## src/rtl/byte_packer.sv

```systemverilog
// byte_packer: packs a captured byte stream little-endian into LANES-byte words.
// Latency: 1 cycle from the completing byte (or flush) to out_valid.
// Backpressure: the input cannot be stalled; when the output buffer is full,
// completed words are dropped and the sticky overflow flag is raised.
//
// Ports:
//   clk, rst                 sole clock; asynchronous active-high reset
//   in_valid, in_data        byte strobe and value from the capturing sink
//   flush                    emit the current partial word (with in_valid: byte first)
//   out_valid/out_ready      handshake for the head of the output buffer
//   out_data, out_keep       head word (first byte in [7:0]) and per-byte valid mask
//   overflow                 sticky: a completed word was discarded
//   word_count               words handed off, wraps at 2^16
//   seq_err_count            increment-sequence violations, saturating
module byte_packer #(
    parameter int LANES      = 4,
    parameter int OBUF_DEPTH = 2
) (
    input  logic                 clk,
    input  logic                 rst,
    input  logic                 in_valid,
    input  logic [7:0]           in_data,
    input  logic                 flush,
    output logic                 out_valid,
    input  logic                 out_ready,
    output logic [8*LANES-1:0]   out_data,
    output logic [LANES-1:0]     out_keep,
    output logic                 overflow,
    output logic [15:0]          word_count,
    output logic [15:0]          seq_err_count
);

    localparam int LW = $clog2(LANES);
    localparam int PW = (OBUF_DEPTH > 1) ? $clog2(OBUF_DEPTH) : 1;
    localparam int CW = $clog2(OBUF_DEPTH + 1);

    // ------------------------------------------------------------------
    // Assembly FSM
    // ------------------------------------------------------------------
    typedef enum logic {
        S_EMPTY = 1'b0,
        S_FILL  = 1'b1
    } state_t;

    state_t             state_q, state_d;
    logic [LW-1:0]      lane_q, lane_d;
    logic [8*LANES-1:0] word_q, word_d;

    // Word as it looks once this cycle's byte (if any) has been written.
    logic [8*LANES-1:0] merged_dat;
    logic [LW:0]        fill_n;
    logic               last_lane;
    logic               word_done;
    logic [LANES-1:0]   done_keep;

    // State register
    always_ff @(posedge clk or posedge rst) begin
        if (rst) begin
            state_q <= S_EMPTY;
            lane_q  <= '0;
            word_q  <= '0;
        end else begin
            state_q <= state_d;
            lane_q  <= lane_d;
            word_q  <= word_d;
        end
    end

    // Next-state logic. The assembly register is cleared whenever a word
    // leaves it, so lanes not written before a flush read back as zero.
    always_comb begin
        state_d = state_q;
        lane_d  = lane_q;
        word_d  = word_q;
        case (state_q)
            S_EMPTY: begin
                if (word_done) begin
                    state_d = S_EMPTY;
                    lane_d  = '0;
                    word_d  = '0;
                end else if (in_valid) begin
                    state_d = S_FILL;
                    lane_d  = lane_q + LW'(1);
                    word_d  = merged_dat;
                end
            end
            S_FILL: begin
                if (word_done) begin
                    state_d = S_EMPTY;
                    lane_d  = '0;
                    word_d  = '0;
                end else if (in_valid) begin
                    lane_d = lane_q + LW'(1);
                    word_d = merged_dat;
                end
            end
            default: begin
                state_d = S_EMPTY;
                lane_d  = '0;
                word_d  = '0;
            end
        endcase
    end

    // Output logic: word completion and the word/keep handed to the buffer.
    // A byte landing in the last lane completes the word on its own, so a
    // simultaneous flush cannot produce a second (empty) word.
    always_comb begin
        merged_dat = word_q;
        if (in_valid) begin
            merged_dat[{lane_q, 3'b000} +: 8] = in_data;
        end
        fill_n    = {1'b0, lane_q} + {{LW{1'b0}}, in_valid};
        last_lane = in_valid && (lane_q == LW'(LANES - 1));
        word_done = last_lane || (flush && ((state_q == S_FILL) || in_valid));
        for (int i = 0; i < LANES; i++) begin
            done_keep[i] = ((LW + 1)'(i) < fill_n);
        end
    end

    // ------------------------------------------------------------------
    // Output buffer: circular FIFO of {data, keep}
    // ------------------------------------------------------------------
    logic [8*LANES-1:0] obuf_dat_q  [OBUF_DEPTH];
    logic [LANES-1:0]   obuf_keep_q [OBUF_DEPTH];
    logic [PW-1:0]      rd_ptr_q, rd_ptr_d;
    logic [PW-1:0]      wr_ptr_q, wr_ptr_d;
    logic [CW-1:0]      cnt_q, cnt_d;

    logic obuf_pop;
    logic obuf_push;
    logic obuf_drop;

    // A pop in the same cycle frees the slot the new word needs.
    assign obuf_pop  = (cnt_q != '0) && out_ready;
    assign obuf_push = word_done && ((cnt_q != CW'(OBUF_DEPTH)) || obuf_pop);
    assign obuf_drop = word_done && !obuf_push;

    always_comb begin
        rd_ptr_d = rd_ptr_q;
        wr_ptr_d = wr_ptr_q;
        cnt_d    = cnt_q;
        if (obuf_pop) begin
            rd_ptr_d = (rd_ptr_q == PW'(OBUF_DEPTH - 1)) ? '0 : rd_ptr_q + PW'(1);
        end
        if (obuf_push) begin
            wr_ptr_d = (wr_ptr_q == PW'(OBUF_DEPTH - 1)) ? '0 : wr_ptr_q + PW'(1);
        end
        case ({obuf_push, obuf_pop})
            2'b10:   cnt_d = cnt_q + CW'(1);
            2'b01:   cnt_d = cnt_q - CW'(1);
            default: cnt_d = cnt_q;
        endcase
    end

    always_ff @(posedge clk or posedge rst) begin
        if (rst) begin
            rd_ptr_q <= '0;
            wr_ptr_q <= '0;
            cnt_q    <= '0;
            for (int i = 0; i < OBUF_DEPTH; i++) begin
                obuf_dat_q[i]  <= '0;
                obuf_keep_q[i] <= '0;
            end
        end else begin
            rd_ptr_q <= rd_ptr_d;
            wr_ptr_q <= wr_ptr_d;
            cnt_q    <= cnt_d;
            if (obuf_push) begin
                obuf_dat_q[wr_ptr_q]  <= merged_dat;
                obuf_keep_q[wr_ptr_q] <= done_keep;
            end
        end
    end

    // Head entry is presented only while valid so idle outputs read as zero.
    assign out_valid = (cnt_q != '0);
    assign out_data  = out_valid ? obuf_dat_q[rd_ptr_q]  : '0;
    assign out_keep  = out_valid ? obuf_keep_q[rd_ptr_q] : '0;

    // ------------------------------------------------------------------
    // Status: overflow, handed-off words, sequence errors
    // ------------------------------------------------------------------
    logic        overflow_q, overflow_d;
    logic [15:0] word_count_q, word_count_d;
    logic [15:0] seq_err_q, seq_err_d;
    logic [7:0]  ref_q, ref_d;
    logic        ref_vld_q, ref_vld_d;

    always_comb begin
        overflow_d   = overflow_q | obuf_drop;
        word_count_d = obuf_pop ? word_count_q + 16'd1 : word_count_q;
        seq_err_d    = seq_err_q;
        ref_d        = ref_q;
        ref_vld_d    = ref_vld_q;
        if (in_valid) begin
            // 8-bit add wraps, so FF -> 00 is a legal increment.
            if (ref_vld_q && (in_data != ref_q + 8'd1) && (seq_err_q != 16'hFFFF)) begin
                seq_err_d = seq_err_q + 16'd1;
            end
            // Always resync to the received byte so one glitch counts once.
            ref_d     = in_data;
            ref_vld_d = 1'b1;
        end
    end

    always_ff @(posedge clk or posedge rst) begin
        if (rst) begin
            overflow_q   <= 1'b0;
            word_count_q <= '0;
            seq_err_q    <= '0;
            ref_q        <= '0;
            ref_vld_q    <= 1'b0;
        end else begin
            overflow_q   <= overflow_d;
            word_count_q <= word_count_d;
            seq_err_q    <= seq_err_d;
            ref_q        <= ref_d;
            ref_vld_q    <= ref_vld_d;
        end
    end

    assign overflow      = overflow_q;
    assign word_count    = word_count_q;
    assign seq_err_count = seq_err_q;

endmodule

```

## config.mk

```make
export PLATFORM = sky130hd
export DESIGN_NAME = byte_packer
export DESIGN_NICKNAME = d
export VERILOG_FILES = /design/src/rtl/byte_packer.sv
export SDC_FILE = /design/constraint.sdc
export NUM_CORES = 1
export LEC_CHECK = 0
export BUFFER_PORTS_ARGS = -buffer_cell sky130_fd_sc_hd__buf_4
export CORE_ASPECT_RATIO = 1.2
export CORE_MARGIN = 5
export CORE_UTILIZATION = 40
export CTS_BUF_LIST = sky130_fd_sc_hd__clkbuf_4 sky130_fd_sc_hd__clkbuf_8
export CTS_CLUSTER_DIAMETER = 80
export DETAILED_ROUTE_END_ITERATION = 8
export SLEW_MARGIN = 20
export SYNTH_ARGS = -nofsm -noshare
export SYNTH_HDL_FRONTEND = slang
export SYNTH_SLANG_ARGS = --single-unit
```

## constraint.sdc

```tcl
create_clock -name clk -period 4.7 [get_ports clk]
set_input_delay 0.705 -clock clk [delete_from_list [all_inputs] [get_ports clk]]
set_output_delay 0.705 -clock clk [all_outputs]
set_load 0.01 [all_outputs]
```

==> flow_summary_export.csv <==
group,metric,value,unit
clocking,ctsResizeCount,0,
grt,grt.overflow.total,0,
grt,grt_pass1_vias,5287,
clocking,clk_transition_reported_paths,0.08,ns
placement,gp_congestion,0.770,
yosys,syn_area,7050,um2
worst_setup_path,path_cells,"nor2_2, buf_4, nor2_1, buf_4",
timing,fin_crit_sh,60.8,%
yosys,synthTopCellsByCount,"153 x dfrtp_1, 84 x nor2_1, 55 x nand2_1",
pwr,p_per_area,527,nW/um2
timing,timing_hold_violations_final,0,
finish,ff_latch_area,3830,um2
route,met1_length,7470,um
route,drt_pass1_iterations,6,
route,ant_nets,0,
clocking,holdBufCountCts,0,
finish,drive_above_1_share,21.3,%
finish,diodes,0,
status,outcome,"finished clean",
route,wl,16300,um
clocking,cts_inserted_buffers,17,
finish,fin_util,47.1,%
timing,worst_pin_slew,0.886,ns
clocking,cts-root-buf,"clkbuf_8",
finish,layout.cells.non_filler,956,
yosys,synth_most_common_cell,"dfrtp_1",
yosys,syn_avg_cell_area,10.7,um2
pwr,p_leak,0.00381,uW
floorplan,rows,53,
yosys,async_flop_share,100,%
yosys,yosysUniqueCellTypes,48,
clocking,clk_path_buf_depth,2,
route,met3_length,789,um
timing,setup_tns,0,ns
yosys,yosys_most_used_dff,"dfrtp_1",
pwr,p_switching,1480,uW
placement,dp.cells,926,
pwr,power_frac_seq,42.6,%
finish,fill_cells,1600,
yosys,synth_top_cell_by_area,"dfrtp_1",
grt,grt_pass1_wl,27600,um
finish,fin_area,8220,um2
worst_setup_path,crit_family,"simple AND/OR/NAND/NOR gates",
route,route.vias.total,4977,
pwr,power_frac_comb,33.1,%
yosys,synthCells,658,
yosys,synth_fp_nets,683,
hold_path,hold_class,"reg2reg",
placement,io_buffers,82,
route,drtIter0Drc,256,
timing,maxSlewHeadroom,40.8,%
finish,multi_input_area,3000,um2
worst_setup_path,crit_fanout,23,
worst_setup_path,crit_path_start_kind,"register",
grt,track_usage,16.6,%
grt,antenna_found_initial,0,
worst_setup_path,slowest_stage,"nor2_2",
pwr,p_int,2850,uW
placement,dp_hpwl,11000,um
worst_setup_path,required,3.99,ns
route,drc,0,
timing,maxSlewViolCount,0,
floorplan,io_pins,83,
floorplan,dieArea,20400,um2
pwr,switching_share,34.2,%
grt,grt_start_max_net_pins,154,
route,routed.top_layer,"met4",
worst_setup_path,path_class,"reg2out",
worst_setup_path,cpPeakStageDelay,0.61,ns
timing,fmax,350,MHz
floorplan,dieHeight,155,um
floorplan,die_w,131,um
timing,finalSetupViolCount,0,
timing,rsz0062_at_grt,"false",
job,maxCapViolCount,0,
worst_setup_path,path_common_cell,"buf_4",
route,vias_per_cell,5.21,
yosys,ys_warn_count,0,
yosys,synth-edff-count,0,
clocking,h-tree-depth,4,
clocking,cts_tree,"yes",
worst_setup_path,crit_path_end_kind,"output pin",
clocking,clock-sinks,153,
finish,area_delta_synth_final,16.7,%
yosys,synth_top_area_share,54.3,%
timing,skew,0.0107,ns
floorplan,start_util,40.4,%
finish,fin_nets,750,
route,wl_per_cell,17.0,um
pwr,pwr-share-clk,24.3,%
yosys,synth-seq-cells,153,
clocking,clock_latency,0.46,ns
placement,place_area,7800,um2
yosys,ys_seq_area_share,54.3,%
pwr,ir_worst_vdd,0.000239,V
worst_setup_path,critPathBufInv,2,
yosys,yosys-top-cells-area,"dfrtp_1 54%, mux2i_1 5.1%, nor2_1 4.5%",
floorplan,core_area,17400,um2
worst_setup_path,cp.arrival,2.15,ns
timing,timing.final.crit_period,2.86,ns
clocking,postCtsSetupRepairBufs,0,
route,met2_wirelength,7720,um
## state kept, by name, indices dropped and copies added, names as in the netlist
register and cells:
wr_ptr_q 1, cnt_q 2, state_q 1, obuf_dat_q 64, ref_vld_q 1, rd_ptr_q 1
seq_err_count 16, ref_q 8, lane_q 2, word_count 16, overflow 1, word_q 32
obuf_keep_q 8
## worst reg2reg max path, cell delays in order (launching register included)
cell and delay, ns:
dfrtp_1 0.44, ha_1 0.21, nor2_1 0.09, or3_1 0.46
nor2_4 0.71, buf_4 0.44, nor2_1 0.09, a21oi_1 0.12
## metal layers
| layer | track usage, % | vias up |
|---|---|---|
| li1 | - | 2417 |
| met1 | 21.7 | 2436 |
| met2 | 26.6 | 103 |
| met3 | 4.46 | 21 |
| met4 | 5.79 | 0 |
| met5 | 0 | - |
## cell type report
class                      count  share of cell area (%)
clock inverter                 8                    1.45
inverter                       7                   0.365
sequential                   153                    46.6
multi-input combinational    458                    36.5
timing repair buffer          88                    8.19
tap                          220                    3.35
clock buffer                  22                    3.61
## cell usage in the layout (no fill, tap or decap), drive strengths merged, types with 3 or more instances in the layout
master  synthesis  final
mux2           14     14
xnor2          33     33
a22oi          32     32
a21oi          36     36
and3           10     10
nand3          19     19
o21ai          40     40
mux2i          36     36
xor2           12     12
nor2           86     86
nor2b          11     11
ha             12     12
clkbuf         21     22
a22o           24     24
nand4          10     10
nand2          59     59
or2             3      3
inv             7      6
bufinv          0      3
clkinv          0      5
dfrtp         153    153
buf            19     88
## final timing paths
check                                from                to  slack, ns  cells past startpoint
min                        word_count[15]    word_count[15]       0.47                      1
min in group asynchronous             rst  seq_err_count[0]       0.48                      3
max reg2reg                     lane_q[1]    obuf_dat_q[54]       2.07                      7
min reg2reg                word_count[15]    word_count[15]       0.47                      1
max in group asynchronous             rst    obuf_dat_q[39]       3.61                      3
max                              cnt_q[0]       out_keep[2]       1.84                      4
## power by group through the flow
stage               Clock (uW)  Combinational (uW)  Sequential (uW)
global route              1140                1620             1890
finish                    1050                1430             1850
global placement             0                1430             1860
detailed placement           0                1460             1870
floorplan                    0                 929             1810
CTS                       1080                1470             1850
## kinds of logic (layout without fill, tap and decap cells)
group | Yosys count | in the layout | synth area share (%)
xor+xnor | 45 | 45 | 5.59
buf+inv | 47 | 125 | 3.20
simple gates | 212 | 212 | 14.5
flops | 153 | 153 | 54.3
mux | 50 | 50 | 7.35
compound gates | 139 | 139 | 12.9
fa+ha+maj | 12 | 12 | 2.13
## through the flow
| step | hold WS, ns | setup slack (ns) | power [uW] |
|---|---|---|---|
| 6_report | 0.475 | 1.84 | 4340 |
| 5_1_grt | 0.507 | 1.66 | 4650 |
| 4_1_cts | 0.472 | 1.79 | 4400 |
| 3_5_place_dp | 0.454 | 1.75 | 3340 |
| 3_3_place_gp | 0.453 | 1.83 | 3290 |
| 2_1_floorplan | 0.437 | 2.06 | 2740 |
No activity file was read; power rests on OpenSTA's default activity.
